File: src/rtl/instr_streamer_if.sv
// -----------------------------------------------------------------------------
// instr_streamer_if: loader/command inputs and core-facing outputs. Rev 1.0
// -----------------------------------------------------------------------------
`default_nettype none

interface instr_streamer_if #(
  parameter int AW = 3
);
  logic [2:0]  LD_DATA;
  logic        LD_VALID;
  logic        CLEAR;
  logic        START;
  logic        LOOP;
  logic        HALT;
  logic [8:0]  INSTRUCTION;
  logic        write_en;
  logic        BUSY;
  logic [AW:0] COUNT;
  logic        OVERFLOW;

  modport master (
    output LD_DATA, LD_VALID, CLEAR, START, LOOP, HALT,
    input  INSTRUCTION, write_en, BUSY, COUNT, OVERFLOW
  );

  modport slave (
    input  LD_DATA, LD_VALID, CLEAR, START, LOOP, HALT,
    output INSTRUCTION, write_en, BUSY, COUNT, OVERFLOW
  );
endinterface

`default_nettype wire

File: src/rtl/instr_streamer.sv
// -----------------------------------------------------------------------------
// instr_streamer: assembles 3-bit chunks into a 9-bit program buffer and
// replays it to the core one word per clock. Rev 1.0
// -----------------------------------------------------------------------------
`default_nettype none

module instr_streamer #(
  parameter int DEPTH = 8,
  parameter int AW    = 3
) (
  input  logic              CLK,
  input  logic              RESET,
  instr_streamer_if.slave   bus
);

  typedef enum logic [0:0] {
    S_IDLE = 1'b0,
    S_PLAY = 1'b1
  } state_t;

  localparam logic [AW:0] C_FULL = (AW+1)'(DEPTH);

  state_t        state_q, state_d;
  logic [AW-1:0] wr_ptr_q, wr_ptr_d;
  logic [AW-1:0] rd_ptr_q, rd_ptr_d;
  logic [1:0]    chunk_q, chunk_d;
  logic [5:0]    asm_q, asm_d;
  logic [AW:0]   count_q, count_d;
  logic          ovf_q, ovf_d;
  logic [8:0]    instr_q, instr_d;
  logic          we_q, we_d;
  logic          done_q, done_d;

  logic [8:0]    mem_q [DEPTH];
  logic          mem_we;
  logic [8:0]    mem_wdata;
  logic          issue;
  logic [AW-1:0] issue_idx;

  always_ff @(posedge CLK or posedge RESET) begin
    if (RESET) begin
      state_q  <= S_IDLE;
      wr_ptr_q <= '0;
      rd_ptr_q <= '0;
      chunk_q  <= '0;
      asm_q    <= '0;
      count_q  <= '0;
      ovf_q    <= 1'b0;
      instr_q  <= '0;
      we_q     <= 1'b0;
      done_q   <= 1'b0;
    end else begin
      state_q  <= state_d;
      wr_ptr_q <= wr_ptr_d;
      rd_ptr_q <= rd_ptr_d;
      chunk_q  <= chunk_d;
      asm_q    <= asm_d;
      count_q  <= count_d;
      ovf_q    <= ovf_d;
      instr_q  <= instr_d;
      we_q     <= we_d;
      done_q   <= done_d;
    end
  end

  // Program storage is deliberately not reset.
  always_ff @(posedge CLK) begin
    if (mem_we) mem_q[wr_ptr_q] <= mem_wdata;
  end

  always_comb begin
    state_d   = state_q;
    wr_ptr_d  = wr_ptr_q;
    rd_ptr_d  = rd_ptr_q;
    chunk_d   = chunk_q;
    asm_d     = asm_q;
    count_d   = count_q;
    ovf_d     = ovf_q;
    instr_d   = instr_q;
    we_d      = 1'b0;
    done_d    = done_q;
    mem_we    = 1'b0;
    mem_wdata = {asm_q, bus.LD_DATA};
    issue     = 1'b0;
    issue_idx = '0;

    case (state_q)
      S_IDLE: begin
        if (bus.CLEAR) begin
          wr_ptr_d = '0;
          count_d  = '0;
          chunk_d  = '0;
          ovf_d    = 1'b0;
        end else if (bus.START) begin
          // An empty buffer ignores START but still swallows any chunk.
          if (count_q != '0) begin
            chunk_d   = '0;
            state_d   = S_PLAY;
            issue     = 1'b1;
            issue_idx = '0;
          end
        end else if (bus.LD_VALID) begin
          case (chunk_q)
            2'd0: begin
              asm_d[5:3] = bus.LD_DATA;
              chunk_d    = 2'd1;
            end
            2'd1: begin
              asm_d[2:0] = bus.LD_DATA;
              chunk_d    = 2'd2;
            end
            default: begin
              chunk_d = 2'd0;
              if (count_q != C_FULL) begin
                mem_we   = 1'b1;
                wr_ptr_d = wr_ptr_q + 1'b1;
                count_d  = count_q + 1'b1;
              end else begin
                ovf_d = 1'b1;
              end
            end
          endcase
        end
      end
      default: begin
        if (bus.HALT || done_q) begin
          state_d = S_IDLE;
          done_d  = 1'b0;
        end else begin
          issue     = 1'b1;
          issue_idx = rd_ptr_q;
        end
      end
    endcase

    // The wrap decision is taken on the edge that issues the last word.
    if (issue) begin
      instr_d = mem_q[issue_idx];
      we_d    = 1'b1;
      if ({1'b0, issue_idx} == count_q - 1'b1) begin
        rd_ptr_d = '0;
        if (!bus.LOOP) done_d = 1'b1;
      end else begin
        rd_ptr_d = issue_idx + 1'b1;
      end
    end
  end

  assign bus.INSTRUCTION = instr_q;
  assign bus.write_en    = we_q;
  assign bus.BUSY        = (state_q == S_PLAY);
  assign bus.COUNT       = count_q;
  assign bus.OVERFLOW    = ovf_q;

endmodule

`default_nettype wire

File: src/flat_wrapper.sv
// flat-port wrapper written by rule: the top's interface ports become plain ports
module instr_streamer_flat 
#(
  parameter int DEPTH = 8,
  parameter int AW    = 3
)
  (CLK, RESET, bus_LD_DATA, bus_LD_VALID, bus_CLEAR, bus_START, bus_LOOP, bus_HALT, bus_INSTRUCTION, bus_write_en, bus_BUSY, bus_COUNT, bus_OVERFLOW);
  instr_streamer_if #(.AW(AW)) bus_i ();
  input  logic CLK;
  input  logic RESET;
  input wire logic [$bits(bus_i.LD_DATA)-1:0] bus_LD_DATA;
  input wire logic [$bits(bus_i.LD_VALID)-1:0] bus_LD_VALID;
  input wire logic [$bits(bus_i.CLEAR)-1:0] bus_CLEAR;
  input wire logic [$bits(bus_i.START)-1:0] bus_START;
  input wire logic [$bits(bus_i.LOOP)-1:0] bus_LOOP;
  input wire logic [$bits(bus_i.HALT)-1:0] bus_HALT;
  output wire logic [$bits(bus_i.INSTRUCTION)-1:0] bus_INSTRUCTION;
  output wire logic [$bits(bus_i.write_en)-1:0] bus_write_en;
  output wire logic [$bits(bus_i.BUSY)-1:0] bus_BUSY;
  output wire logic [$bits(bus_i.COUNT)-1:0] bus_COUNT;
  output wire logic [$bits(bus_i.OVERFLOW)-1:0] bus_OVERFLOW;
  assign bus_i.LD_DATA = bus_LD_DATA;
  assign bus_i.LD_VALID = bus_LD_VALID;
  assign bus_i.CLEAR = bus_CLEAR;
  assign bus_i.START = bus_START;
  assign bus_i.LOOP = bus_LOOP;
  assign bus_i.HALT = bus_HALT;
  assign bus_INSTRUCTION = bus_i.INSTRUCTION;
  assign bus_write_en = bus_i.write_en;
  assign bus_BUSY = bus_i.BUSY;
  assign bus_COUNT = bus_i.COUNT;
  assign bus_OVERFLOW = bus_i.OVERFLOW;
  instr_streamer #(.DEPTH(DEPTH), .AW(AW)) u_core (.CLK(CLK), .RESET(RESET), .bus(bus_i));
endmodule
File: config.mk
export PLATFORM = sky130hd
export DESIGN_NAME = instr_streamer_flat
export DESIGN_NICKNAME = d
export VERILOG_FILES = /design/src/rtl/instr_streamer_if.sv /design/src/rtl/instr_streamer.sv /design/src/flat_wrapper.sv
export SDC_FILE = /design/constraint.sdc
export NUM_CORES = 1
export LEC_CHECK = 0
export CAP_MARGIN = 20
export CELL_PAD_IN_SITES_DETAIL_PLACEMENT = 0
export CELL_PAD_IN_SITES_GLOBAL_PLACEMENT = 2
export CORE_MARGIN = 4
export CORE_UTILIZATION = 30
export DETAILED_ROUTE_END_ITERATION = 12
export GPL_ROUTABILITY_DRIVEN = 0
export PLACE_DENSITY = 0.56
export SLEW_MARGIN = 40
export SYNTH_ARGS = -nofsm -noshare
export SYNTH_HDL_FRONTEND = slang
export SYNTH_SLANG_ARGS = --single-unit
File: constraint.sdc
create_clock -name CLK -period 3.9 [get_ports CLK]
set_input_delay 0.78 -clock CLK [delete_from_list [all_inputs] [get_ports CLK]]
set_output_delay 0.78 -clock CLK [all_outputs]
set_load 0.005 [all_outputs]
==> results.toml <==
[timing]
finalHoldViolCount = 0
finalSetupTns_ns = 0
finClkSkew_ns = 0.00937
slew_violations = 0
rsz0062_at_grt = "no"
worstMarginPinSlew_ns = 0.745
fmax_ghz = 0.383
min_period_ns = 2.61
setup_viol = 0
period_share_pct = 66.9
slew_headroom_pct = 50.3

[clock_network]
cts_tree = "yes"
clk_pin_slew_ns = 0.07
clkLatencyLatePin_ns = 0.35
cts_buffers = 9
postCtsSetupRepairBufs = 0
htree_levels = 3
cts_hold_buf = 0
cts_root_buf = "clkbuf_16"
clockBufferDepth = 2
cts.sink_count = 102
cts-resized-gates = 0

[worst_setup_path]
slowest_delay_ns = 0.55
cp_data_required_time_ns = 3.96
cp_top_family = "simple AND/OR/NAND/NOR gates"
path_buf_inv = 2
rrSetupSlack_ns = 1.43
cp_max_fo = 9
cp-start-kind = "primary input"
criticalPathCategory = "primary input to flop"
endpoint_kind = "flop"
path_cells = "clkdlybuf4s50_1 > nand3b_1 > nor4_2 > nand2b_1 > nor3_1 > buf_4"
arrival_ns = 2.67
cpMaxStageDelayCell = "clkdlybuf4s50_1"

[synth]
ys_top_cells_by_area = "edfxtp_1 (49%), dfrtp_1 (17%), mux4_2 (4.6%), mux2_2 (3.8%), nor2b_1 (1.8%)"
netlist.area_leader.share_pct = 49.0
syn-cell-area_mm2 = 0.00442
synth.avg_cell_area_um2 = 14.2
synth-edff-count = 72
synth_nets = 326
yosysSeqAreaShare_pct = 66.0
synth_top_cell_by_area = "edfxtp_1"
ys_warn_count = 0
async_reset_ff_share_pct = 29.4
ys_ff_latch = 102
syn_inst = 311
synth_ff_type = "edfxtp_1"
synth.distinct_cells = 43

[layout]
area_delta_synth_final_pct = 17.9
drive_gt1_share_pct = 17.4
final_util_pct = 35.9
layout.cells.most_common_list = "edfxtp_1 (72), dfrtp_1 (29), clkdlybuf4s50_1 (25)"
layout.cells.most_common = "edfxtp_1"
antenna_cells = 0
nNetsFinal = 360

[floorplanning]
die_h_um = 129
rows = 44
start_util_pct = 30.5
io_pins = 26
fp.dieW_um = 129
die-area_mm2 = 0.0167
core_area_mm2 = 0.0145

[routing]
drc = 0
firstDrtPassIters = 4
antenna_left = 0
viasPerCell = 4.86
num_vias = 2597
drt_iter0_drc = 177
routed_wl_um = 10000
routedWlPerCell_um = 18.7

[global_route]
grt_pass1_wl_um = 15700
antenna_found_initial = 0
grt_max_degree = 20
track_usage_pct = 12.9
grt_pass1_vias = 2601
grt-ovfl-total = 0

[job]
maxCapViolations = 0

[placement]
dp_hpwl_um = 6850
port_buffers = 25

[power]
leakagePower_nw = 1.85
powerDensity_mw_per_mm2 = 480
vdd_drop_max_mv = 0.223

[min_path]
hold_path_class = "flop to flop"

[status]
status = "finished, final reports clean"
==> Yosys cell counts (2+ instances only) <==
library cell	n
o22a_1	9
a22o_1	4
xor2_1	4
inv_1	6
a22oi_1	2
dfrtp_1	30
o21ai_0	16
nand2_1	21
a21o_1	2
mux2_2	15
nor2b_1	13
ha_1	5
nand2b_1	5
buf_2	6
nand3_1	4
a31oi_1	9
mux4_2	9
buf_4	4
nor3_1	4
a21oi_1	15
o21ai_1	11
nor2_1	19
edfxtp_1	72
clkbuf_1	6
nand3b_1	2
==> registers in the layout (all words and copies together) (netlist names) <==
signal	count
u_core.mem_q	72
u_core.bus.INSTRUCTION	9
u_core.asm_q	6
u_core.bus.COUNT	4
u_core.rd_ptr_q	3
u_core.wr_ptr_q	3
u_core.chunk_q	2
u_core.bus.BUSY	1
u_core.bus.OVERFLOW	1
u_core.done_q	1
==> final cells by class <==
cell class	count	area [um^2]
fillers	1371	9280
repair buffers	39	355
inverters	7	26.3
clock inverters	5	41.3
flip-flops and latches	102	2910
well taps	184	230
clock buffers	11	243
multi-input cells	186	1390
==> worst paths after layout <==
kind | endpoint | cells past startpoint | from
worst max-delay path | u_core.mem_q[0][7]$_DFFE_PP_ | 6 | bus_START
worst min register to register | u_core.bus.INSTRUCTION[1]$_DFFE_PP0P_ | 2 | u_core.bus.INSTRUCTION[1]$_DFFE_PP0P_
worst min-delay path | u_core.bus.INSTRUCTION[1]$_DFFE_PP0P_ | 2 | u_core.bus.INSTRUCTION[1]$_DFFE_PP0P_
min in group asynchronous | u_core.rd_ptr_q[2]$_DFFE_PP0P_ | 2 | RESET
max in group asynchronous | u_core.wr_ptr_q[1]$_DFFE_PP0P_ | 3 | RESET
worst max register to register | u_core.rd_ptr_q[2]$_DFFE_PP0P_ | 7 | u_core.bus.COUNT[0]$_DFFE_PP0P_
==> kinds of logic (layout without fill, tap and decap cells) <==
family | count (synthesis) | after routing | synth area share, %
xor+xnor | 5 | 5 | 0.992
flops | 102 | 102 | 66.0
compound gates | 73 | 73 | 11.0
mux | 25 | 25 | 8.67
fa+ha+maj | 5 | 5 | 1.42
buf+inv | 23 | 62 | 2.47
simple gates | 78 | 78 | 9.46
==> stage by stage <==
step / cells / hold slack (ns) / power (mW) / setup slack, ns / area [um^2]
global route: 534 / 0.531 / 2.61 / 1.08 / 5200
CTS: 534 / 0.512 / 2.54 / 1.30 / 5200
detailed placement: 518 / 0.496 / 1.66 / 0.932 / 4920
floorplan: 311 / 0.469 / 1.51 / 1.33 / 4420
finish: 534 / 0.500 / 2.50 / 1.29 / 5200
global placement: 518 / 0.470 / 1.66 / 0.964 / 4920
==> where the power goes <==
group          leakage, nW  internal (mW)  switching [mW]
clock network        0.138          0.459           0.408
registers             1.04           1.25           0.101
logic                0.671          0.166           0.112
total                 1.85           1.88           0.621
==> metal layers <==
| metal | vias up | global-route usage, % | routed length, um |
|---|---|---|---|
| met3 | 11 | 2.89 | 364 |
| met5 | - | 0 | 0 |
| met2 | 52 | 18.4 | 4460 |
| met1 | 1296 | 18.8 | 4990 |
| met4 | 0 | 5.74 | 199 |
| li1 | 1238 | - | - |
==> worst register-to-register path, cell delays in order, from the launching register on <==
cell and delay, ns:
dfrtp_1 0.46, inv_1 0.15, ha_1 0.20, or3b_1 0.45
a31oi_4 0.49, inv_2 0.27, a22oi_1 0.24, o21ai_1 0.08
(Power assumes the default switching activity.)
